==> src/rtl/x86_sram_bridge_pkg.sv <==
// Shared encodings for the x86 byte-bus to asynchronous SRAM bridge:
// FSM states, bus operation codes and the value returned for unmapped reads.
package x86_sram_bridge_pkg;

  typedef enum logic [1:0] {
    BST_IDLE   = 2'd0,
    BST_ACCESS = 2'd1,
    BST_DONE   = 2'd2
  } bst_t;

  typedef enum logic [1:0] {
    OP_NOP   = 2'd0,
    OP_READ  = 2'd1,
    OP_WRITE = 2'd2
  } op_t;

  localparam logic [7:0] OOR_READ_VAL = 8'hFF;
  localparam int         WAIT_MIN     = 1;
  localparam int         WAIT_MAX     = 15;

  // A write strobe outranks a read strobe when the CPU raises both.
  function automatic op_t decode_op(input logic rd, input logic wr);
    op_t op;
    op = OP_NOP;
    if (wr)      op = OP_WRITE;
    else if (rd) op = OP_READ;
    return op;
  endfunction

  function automatic logic [7:0] lane_byte(input logic [15:0] word, input logic hi);
    return hi ? word[15:8] : word[7:0];
  endfunction

endpackage

==> src/rtl/x86_sram_bridge.sv <==
// Serves x86cpu byte reads/writes from a 16-bit asynchronous SRAM with a fixed
// number of access cycles, and pulses `locked` once per completed bus cycle.
module x86_sram_bridge
  import x86_sram_bridge_pkg::*;
#(
  parameter int WAIT    = 2,
  parameter int SRAM_AW = 18
) (
  input  logic               clock,
  input  logic               reset,
  input  logic [19:0]        address,
  input  logic [7:0]         o_data,
  input  logic               rd,
  input  logic               wr,
  output logic [7:0]         i_data,
  output logic               locked,
  output logic [SRAM_AW-1:0] sram_addr,
  input  logic [15:0]        sram_din,
  output logic [15:0]        sram_dout,
  output logic               sram_dq_oe,
  output logic               sram_ce_n,
  output logic               sram_oe_n,
  output logic               sram_we_n,
  output logic               sram_lb_n,
  output logic               sram_ub_n
);

  if (WAIT < WAIT_MIN || WAIT > WAIT_MAX) begin : g_wait_check
    $error("x86_sram_bridge: WAIT=%0d is outside 1..15", WAIT);
  end
  if (SRAM_AW < 1 || SRAM_AW > 19) begin : g_aw_check
    $error("x86_sram_bridge: SRAM_AW=%0d is outside 1..19", SRAM_AW);
  end

  localparam logic [3:0] CNT_LOAD = 4'(WAIT - 1);

  bst_t               state, state_nxt;
  op_t                op_q, req_op, nxt_op;
  logic               lane_q, nxt_lane;
  logic [3:0]         cnt_q;
  logic [SRAM_AW-1:0] addr_q;
  logic [15:0]        dout_q;
  logic               dq_q;
  logic [7:0]         rdata_q;
  logic [19:0]        hi_bits;
  logic               in_range, start, setup_rw, setup_wr;
  logic               locked_q, ce_n_q, oe_n_q, we_n_q, lb_n_q, ub_n_q;
  logic               locked_nxt, ce_n_nxt, oe_n_nxt, we_n_nxt, lb_n_nxt, ub_n_nxt;

  assign req_op   = decode_op(rd, wr);
  assign hi_bits  = address >> (SRAM_AW + 1);
  assign in_range = (hi_bits == '0);
  assign start    = (req_op != OP_NOP) && in_range;

  always_comb begin
    state_nxt  = state;
    nxt_op     = op_q;
    nxt_lane   = lane_q;
    locked_nxt = 1'b0;
    ce_n_nxt   = 1'b1;
    oe_n_nxt   = 1'b1;
    we_n_nxt   = 1'b1;
    lb_n_nxt   = 1'b1;
    ub_n_nxt   = 1'b1;
    case (state)
      BST_IDLE: begin
        nxt_op    = req_op;
        nxt_lane  = address[0];
        state_nxt = start ? BST_ACCESS : BST_DONE;
      end
      BST_ACCESS: if (cnt_q == '0) state_nxt = BST_DONE;
      BST_DONE:   state_nxt = BST_IDLE;
      default:    state_nxt = BST_IDLE;
    endcase
    // Strobes are registered from the next state so the SRAM pins never glitch.
    if (state_nxt == BST_ACCESS) begin
      ce_n_nxt = 1'b0;
      we_n_nxt = (nxt_op != OP_WRITE);
      oe_n_nxt = (nxt_op != OP_READ);
      lb_n_nxt = nxt_lane;
      ub_n_nxt = !nxt_lane;
    end
    locked_nxt = (state_nxt == BST_DONE);
  end

  always_ff @(posedge clock) begin
    if (reset) begin
      state    <= BST_IDLE;
      op_q     <= OP_NOP;
      lane_q   <= 1'b0;
      cnt_q    <= '0;
      addr_q   <= '0;
      dout_q   <= '0;
      dq_q     <= 1'b0;
      rdata_q  <= OOR_READ_VAL;
      locked_q <= 1'b0;
      ce_n_q   <= 1'b1;
      oe_n_q   <= 1'b1;
      we_n_q   <= 1'b1;
      lb_n_q   <= 1'b1;
      ub_n_q   <= 1'b1;
    end else begin
      state    <= state_nxt;
      locked_q <= locked_nxt;
      ce_n_q   <= ce_n_nxt;
      oe_n_q   <= oe_n_nxt;
      we_n_q   <= we_n_nxt;
      lb_n_q   <= lb_n_nxt;
      ub_n_q   <= ub_n_nxt;
      case (state)
        BST_IDLE: begin
          op_q <= req_op;
          if (start) begin
            addr_q <= address[SRAM_AW:1];
            lane_q <= address[0];
            cnt_q  <= CNT_LOAD;
            dq_q   <= (req_op == OP_WRITE);
            if (req_op == OP_WRITE) dout_q <= {o_data, o_data};
          end else if (req_op == OP_READ) begin
            rdata_q <= OOR_READ_VAL;
          end
        end
        BST_ACCESS: begin
          if (cnt_q != '0) cnt_q <= cnt_q - 4'd1;
          if (cnt_q == '0 && op_q == OP_READ) rdata_q <= lane_byte(sram_din, lane_q);
        end
        BST_DONE: dq_q <= 1'b0;
        default: ;
      endcase
    end
  end

  // During the request cycle the pins already follow the CPU bus, giving the
  // SRAM one cycle of address/data setup before we_n falls.
  assign setup_rw = (state == BST_IDLE) && start;
  assign setup_wr = setup_rw && (req_op == OP_WRITE);

  assign sram_addr  = setup_rw ? address[SRAM_AW:1] : addr_q;
  assign sram_dout  = setup_wr ? {o_data, o_data} : dout_q;
  assign sram_dq_oe = setup_wr | dq_q;
  assign sram_ce_n  = ce_n_q;
  assign sram_oe_n  = oe_n_q;
  assign sram_we_n  = we_n_q;
  assign sram_lb_n  = lb_n_q;
  assign sram_ub_n  = ub_n_q;
  assign locked     = locked_q;
  assign i_data     = rdata_q;

endmodule

==> config.mk <==
export PLATFORM = sky130hd
export DESIGN_NAME = x86_sram_bridge
export DESIGN_NICKNAME = d
export VERILOG_FILES = /design/src/rtl/x86_sram_bridge_pkg.sv /design/src/rtl/x86_sram_bridge.sv
export SDC_FILE = /design/constraint.sdc
export NUM_CORES = 1
export LEC_CHECK = 0
export ABC_CLOCK_PERIOD_IN_PS = 1700
export BUFFER_PORTS_ARGS = -buffer_cell sky130_fd_sc_hd__buf_2
export CAP_MARGIN = 25
export CORE_MARGIN = 5
export CORE_UTILIZATION = 42
export DETAILED_ROUTE_END_ITERATION = 10
export PLACE_DENSITY_LB_ADDON = 0.3
export SLEW_MARGIN = 25
export SYNTH_ARGS = -nofsm -noshare
export SYNTH_HDL_FRONTEND = slang
export SYNTH_SLANG_ARGS = --single-unit
==> constraint.sdc <==
create_clock -name clock -period 1.7 [get_ports clock]
set_input_delay 0.255 -clock clock [delete_from_list [all_inputs] [get_ports clock]]
set_output_delay 0.255 -clock clock [all_outputs]
set_load 0.01 [all_outputs]
==> impl_metrics.json, run 1 <==
{
  "cts_tree": "yes",
  "use_met1_pct": 19.6,
  "multiInputGateArea_um2": 1160,
  "area_growth_pct": 37.4,
  "required_ns": 1.44,
  "synthCells": 253,
  "die_x_um": 83.1,
  "start_util_pct": 43.7,
  "grt_pass1_vias": 2123,
  "root_buffer": "clkbuf_8",
  "path_class": "flip-flop to output port",
  "r2r-start": "cnt_q[1]$_SDFFE_PP0P_",
  "wl_per_cell_um": 13.7,
  "failed_checks": "negative setup slack",
  "dieArea_um2": 6910,
  "synth_nets": 303,
  "rows": 26,
  "hold_class": "input port to flip-flop",
  "final_common_cell": "buf_2",
  "synth_seq_cells": 50,
  "vias": 2135,
  "dr.pass1.iters": 4,
  "htreeDepth": 2,
  "finalNonFillerCells": 420,
  "synth-seq-area-share_pct": 44.6,
  "synth_area_leaders": "dfxtp_1 (45%), nand3_1 (4.7%), o21ai_0 (4.7%), a21oi_1 (4.5%), mux2_2 (4.0%)",
  "via_per_inst": 5.08,
  "grt_max_degree": 29,
  "critPathMaxStageDelay_ns": 0.35,
  "grt_pass1_wl_um": 9540,
  "slew_viol_final": 0,
  "cts_inserted_buffers": 5,
  "vdd_drop_max_mv": 0.455,
  "final_layout_size_suffix_gt1_share_pct": 41.4,
  "r2r_cells": 6,
  "dp.cells": 408,
  "nFillCells": 494,
  "setup_viol": 19,
  "grt_util_met2_pct": 28.9,
  "finalCritPeriodShare_pct": 109,
  "die_height_um": 83.1,
  "port_buffers": 96,
  "wl_um": 5760,
  "ios": 97,
  "endpoint": "sram_dout[1]",
  "slew_headroom_pct": 61.3,
  "ys_warn_count": 0,
  "power.total_mw": 2.94,
  "antenna_left": 0,
  "worst_ep_arrival_time_ns": 1.60,
  "rrSetupSlack_ns": 0.08,
  "leakage_nw": 1.49,
  "place.gp.congestion": 0.786,
  "crit_chain": "nor4b_4 > buf_4 > mux2_4 > buf_6",
  "tightestPinTransition_ns": 0.580,
  "coreArea_um2": 5140,
  "synth_top_area_share_pct": 44.6,
  "finClkSkew_ns": 0.00514,
  "dr.first_iter.drc_count": 99,
  "path_clk_slew_ns": 0.09,
  "r2r_end": "cnt_q[1]$_SDFFE_PP0P_",
  "avgSynthCellArea_um2": 8.88,
  "clock_latency_ns": 0.30,
  "finalHoldViolCount": 0,
  "fmax_mhz": 538,
  "synthDistinctLibCells": 40,
  "synth-edff-count": 0,
  "final_util_pct": 60.0,
  "synth_top_flop_cell": "dfxtp_1",
  "fin_setup_tns_ns": -2.47,
  "grt_setup_unrepaired": "yes",
  "drc": 0,
  "antenna_found_initial": 0,
  "fin_nets": 399,
  "synth_area_um2": 2250,
  "grt_overflow": 0,
  "cts_hold_buf": 0,
  "seqCellArea_um2": 1010,
  "startpoint": "state[0]$_SDFF_PP0_",
  "worst_slack_ns": -0.157,
  "hpwl_um": 3890,
  "cellPowerDensity_nw_per_um2": 954,
  "grt_util_met3_pct": 4.46,
  "grtUsageTotal_pct": 16.5,
  "maxCapViolCount": 0,
  "outcome": "finished with violations",
  "endpoint_kind": "output port",
  "layout_min_cycle_time_ns": 1.86,
  "preCtsSetupSlack_ns": -0.00564,
  "worstPathMaxFanout": 4,
  "yosysTopAreaCell": "dfxtp_1",
  "cp-start-kind": "flip-flop",
  "slowest_stage": "dfxtp_2",
  "grt-busiest-layer": "met2",
  "ys_async_sr_fraction_pct": 0,
  "clock_path_buffers": 2,
  "final_cell_mix": "buf_2 (92), dfxtp_1 (46), nand3_1 (21), nand2_1 (20), a21oi_1 (20)",
  "diodes": 0,
  "clock-sinks": 50
}
==> worst min-delay path by stage <==
stage,startpoint,endpoint,cells past startpoint
floorplan,reset,sram_we_n$_SDFF_PP1_,1
finish,address[8],addr_q[7]$_SDFFE_PP0N_,3
CTS,address[8],addr_q[7]$_SDFFE_PP0N_,3
global route,address[8],addr_q[7]$_SDFFE_PP0N_,3
detailed placement,dq_q$_SDFFE_PP0P_,dq_q$_SDFFE_PP0P_,2
global placement,dq_q$_SDFFE_PP0P_,dq_q$_SDFFE_PP0P_,2
==> cells in the mapped netlist (2+ instances only) <==
| library cell | n |
|---|---|
| o21ba_2 | 2 |
| buf_4 | 8 |
| or2_2 | 2 |
| ha_1 | 2 |
| a211oi_1 | 11 |
| dfxtp_1 | 50 |
| inv_1 | 4 |
| mux2i_1 | 8 |
| or4_1 | 2 |
| nand2b_1 | 3 |
| buf_2 | 2 |
| nor2_1 | 15 |
| o21ai_0 | 21 |
| nor3_1 | 2 |
| clkbuf_1 | 12 |
| and2b_1 | 8 |
| nand2_1 | 20 |
| a21oi_1 | 20 |
| a2bb2oi_1 | 2 |
| buf_1 | 2 |
| nor2b_1 | 11 |
| nand3_1 | 21 |
| mux2_2 | 8 |
==> report_power, final <==
part	switching, mW	internal [mW]	total (mW)
clock network	0.373	0.627	1.00
logic	0.354	0.318	0.672
registers	0.0361	1.24	1.27
total	0.763	2.18	2.94
==> sequential cells by signal, summed over array words and instances (netlist names) <==
register,cells
i_data,8
addr_q,18
sram_lb_n,1
sram_ce_n,1
sram_oe_n,1
state,2
dq_q,1
dout_q,8
sram_ub_n,1
locked,1
op_q,2
sram_we_n,1
lane_q,1
cnt_q,4
==> critical path: cells and delay by family (launching register included) <==
kind | cells | cell delay, ns
muxes | 1 | 0.32
DFF | 1 | 0.35
buffers and inverters | 2 | 0.32
and+or+nand+nor | 1 | 0.31
==> metrics by stage <==
step	cell area [um2]	hold slack, ns
2_1_floorplan	2250	0.359
3_3_place_gp	2800	0.475
3_5_place_dp	2800	0.489
4_1_cts	3070	0.213
5_1_grt	3090	0.215
6_report	3090	0.220
==> layout make-up <==
cell class	instances	share of cell area, %
Sequential cell	50	32.7
Tap cell	70	2.84
Multi-Input combinational cell	174	37.6
Inverter	4	0.487
Clock buffer	6	2.68
Clock inverter	2	1.95
Timing Repair Buffer	114	21.8
==> timing repair <==
item / in CTS / in global routing
endpoints found under the setup margin: 42 / 37
gates cloned: 2 / 0
gates resized for setup: 43 / 6
pin swaps: 1 / 1
setup buffers: 2 / 0
==> metal layers <==
layer  wire length (um)  part of all wire [%]  vias to the layer above
met3                423                   7.3                        9
li1                   -                     -                     1073
met1               2480                    43                      974
met2               2770                    48                       79
met4                 80                   1.4                        0
met5                  0                     0                        -
==> kinds of logic (layout without fill, tap and decap cells) <==
family	count (synthesis)	after routing	share of synthesized area, %
simple gates	90	90	21.8
compound gates	66	66	18.3
fa+ha+maj	2	2	1.11
buf+inv	29	126	6.63
mux	16	16	7.58
flops	50	50	44.6
Note: power is estimated with default switching activity, not from simulation.
==> inputs of run 2 (changes only) <==
--- a/config.mk
+++ b/config.mk
@@ -12,6 +12,7 @@
 export CORE_UTILIZATION = 42
 export DETAILED_ROUTE_END_ITERATION = 10
 export PLACE_DENSITY_LB_ADDON = 0.3
+export REMOVE_ABC_BUFFERS = 1
 export SLEW_MARGIN = 25
 export SYNTH_ARGS = -nofsm -noshare
 export SYNTH_HDL_FRONTEND = slang
==> impl_metrics.json, run 2 (synthesis gave the netlist of run 1 again) <==
{
  "final_cell_mix": "buf_2 (96), dfxtp_1 (48), nand3_1 (21), nand2_1 (20), a21oi_1 (20)",
  "grtUsageTotal_pct": 15.1,
  "antenna_found_initial": 0,
  "grt_overflow": 0,
  "finClkSkew_ns": 0.00623,
  "cts_hold_buf": 0,
  "finalCritPeriodShare_pct": 109,
  "vias": 2104,
  "die_height_um": 83.1,
  "worstPathMaxFanout": 9,
  "cellPowerDensity_nw_per_um2": 859,
  "wl_per_cell_um": 12.9,
  "crit_chain": "nor4b_4 > buf_6 > mux2_2 > buf_2",
  "worstHoldEndpoint": "lane_q$_SDFFE_PP0N_",
  "finalNonFillerCells": 418,
  "rrSetupSlack_ns": 0.08,
  "final_common_cell": "buf_2",
  "fin_setup_tns_ns": -2.59,
  "r2r-start": "cnt_q[0]$_SDFFE_PP0P_",
  "endpoint_kind": "output port",
  "fin_nets": 398,
  "grt_pass1_vias": 1937,
  "critPathMaxStageDelay_ns": 0.37,
  "layout_min_cycle_time_ns": 1.85,
  "grt_max_degree": 30,
  "drc": 0,
  "rows": 26,
  "hold_class": "input port to flip-flop",
  "cp-start-kind": "flip-flop",
  "setup_viol": 27,
  "slowest_stage": "dfxtp_2",
  "die_x_um": 83.1,
  "antenna_left": 0,
  "path_clk_slew_ns": 0.09,
  "final_layout_size_suffix_gt1_share_pct": 42.2,
  "largest_reg_flops": 18,
  "outcome": "finished with violations",
  "slew_headroom_pct": 77.4,
  "start_util_pct": 43.7,
  "port_buffers": 96,
  "ios": 97,
  "area_growth_pct": 32.1,
  "r2r_cells": 6,
  "worstHoldStart": "address[0]",
  "cts_inserted_buffers": 5,
  "grt_pass1_wl_um": 8830,
  "vdd_drop_max_mv": 0.598,
  "dr.first_iter.drc_count": 145,
  "grt_setup_unrepaired": "yes",
  "diodes": 0,
  "clock_path_buffers": 2,
  "cts_tree": "yes",
  "tightestPinTransition_ns": 0.335,
  "hpwl_um": 3880,
  "nFillCells": 501,
  "root_buffer": "clkbuf_8",
  "seqCellArea_um2": 1010,
  "r2r_end": "cnt_q[1]$_SDFFE_PP0P_",
  "multiInputGateArea_um2": 1150,
  "clock-sinks": 50,
  "required_ns": 1.44,
  "path_class": "flip-flop to output port",
  "wl_um": 5380,
  "place.gp.congestion": 0.830,
  "largest-register": "addr_q",
  "dp.cells": 407,
  "failed_checks": "negative setup slack",
  "fin_hold_ws_ns": 0.219,
  "slew_viol_final": 0,
  "dieArea_um2": 6910,
  "dr.pass1.iters": 4,
  "htreeDepth": 2,
  "coreArea_um2": 5140,
  "maxCapViolCount": 0,
  "leakage_nw": 1.44,
  "finalHoldViolCount": 0,
  "worst_slack_ns": -0.155,
  "via_per_inst": 5.03,
  "worst_ep_arrival_time_ns": 1.60,
  "holdPathStages": 3,
  "clock_latency_ns": 0.29,
  "fmax_mhz": 539,
  "preCtsSetupSlack_ns": 0.0457
}
[run 2: per-layer routing]
metal	routed length, um	part of all wire (%)	vias to the layer above	track usage, %
met5	0	0	-	0
met3	426	7.9	4	5.84
met4	53	0.99	0	2.97
met2	2520	47	68	25.7
li1	-	-	1073	-
met1	2380	44	959	18.1
[run 2: repair_timing]
action                                  CTS  global route
pin swaps                                 0             2
endpoints found under the setup margin   35            44
cloned                                    1             0
buffers inserted                          2             1
gates resized for setup                  28            14
[run 2: cell type report]
cell class	count	area share (%)
Multi-Input combinational cell	174	38.8
Sequential cell	50	33.9
Timing Repair Buffer	113	21.1
Tap cell	70	2.95
Clock buffer	6	2.45
Inverter	4	0.506
Clock inverter	1	0.253
[run 2: per-stage QoR]
stage | instance area, um2 | power (mW) | utilization, %
final | 2970 | 2.55 | 57.7
after global routing | 2970 | 2.71 | 57.7
after CTS | 2900 | 2.54 | 56.5
after detailed placement | 2780 | 1.86 | 54.0
after global placement | 2780 | 1.85 | 54.0
after floorplan | 2110 | 1.60 | -
[run 2: worst max path at each step]
stage,cells past startpoint,from,slack [ns],end
2_1_floorplan,3,state[0]$_SDFF_PP0_,-0.19,sram_we_n$_SDFF_PP1_
3_3_place_gp,5,address[19],0.07,sram_dout[11]
3_5_place_dp,5,address[19],0.05,sram_dout[14]
4_1_cts,4,state[0]$_SDFF_PP0_,-0.18,sram_dout[14]
5_1_grt,4,state[0]$_SDFF_PP0_,-0.25,sram_dout[6]
6_report,4,state[0]$_SDFF_PP0_,-0.15,sram_dout[15]
[run 2: power breakdown]
part           total [mW]  switching (mW)  leakage, nW  internal, mW
combinational       0.635           0.344        0.995         0.291
sequential           1.27          0.0320        0.409          1.24
clock               0.645           0.363       0.0373         0.283
[run 2: critical path: cells and delay by family (launching register included)]
family                 cells  cell delay, ns
buffers and inverters      2            0.32
AND/OR/NAND/NOR            1            0.26
flip-flops                 1            0.37
multiplexers               1            0.35
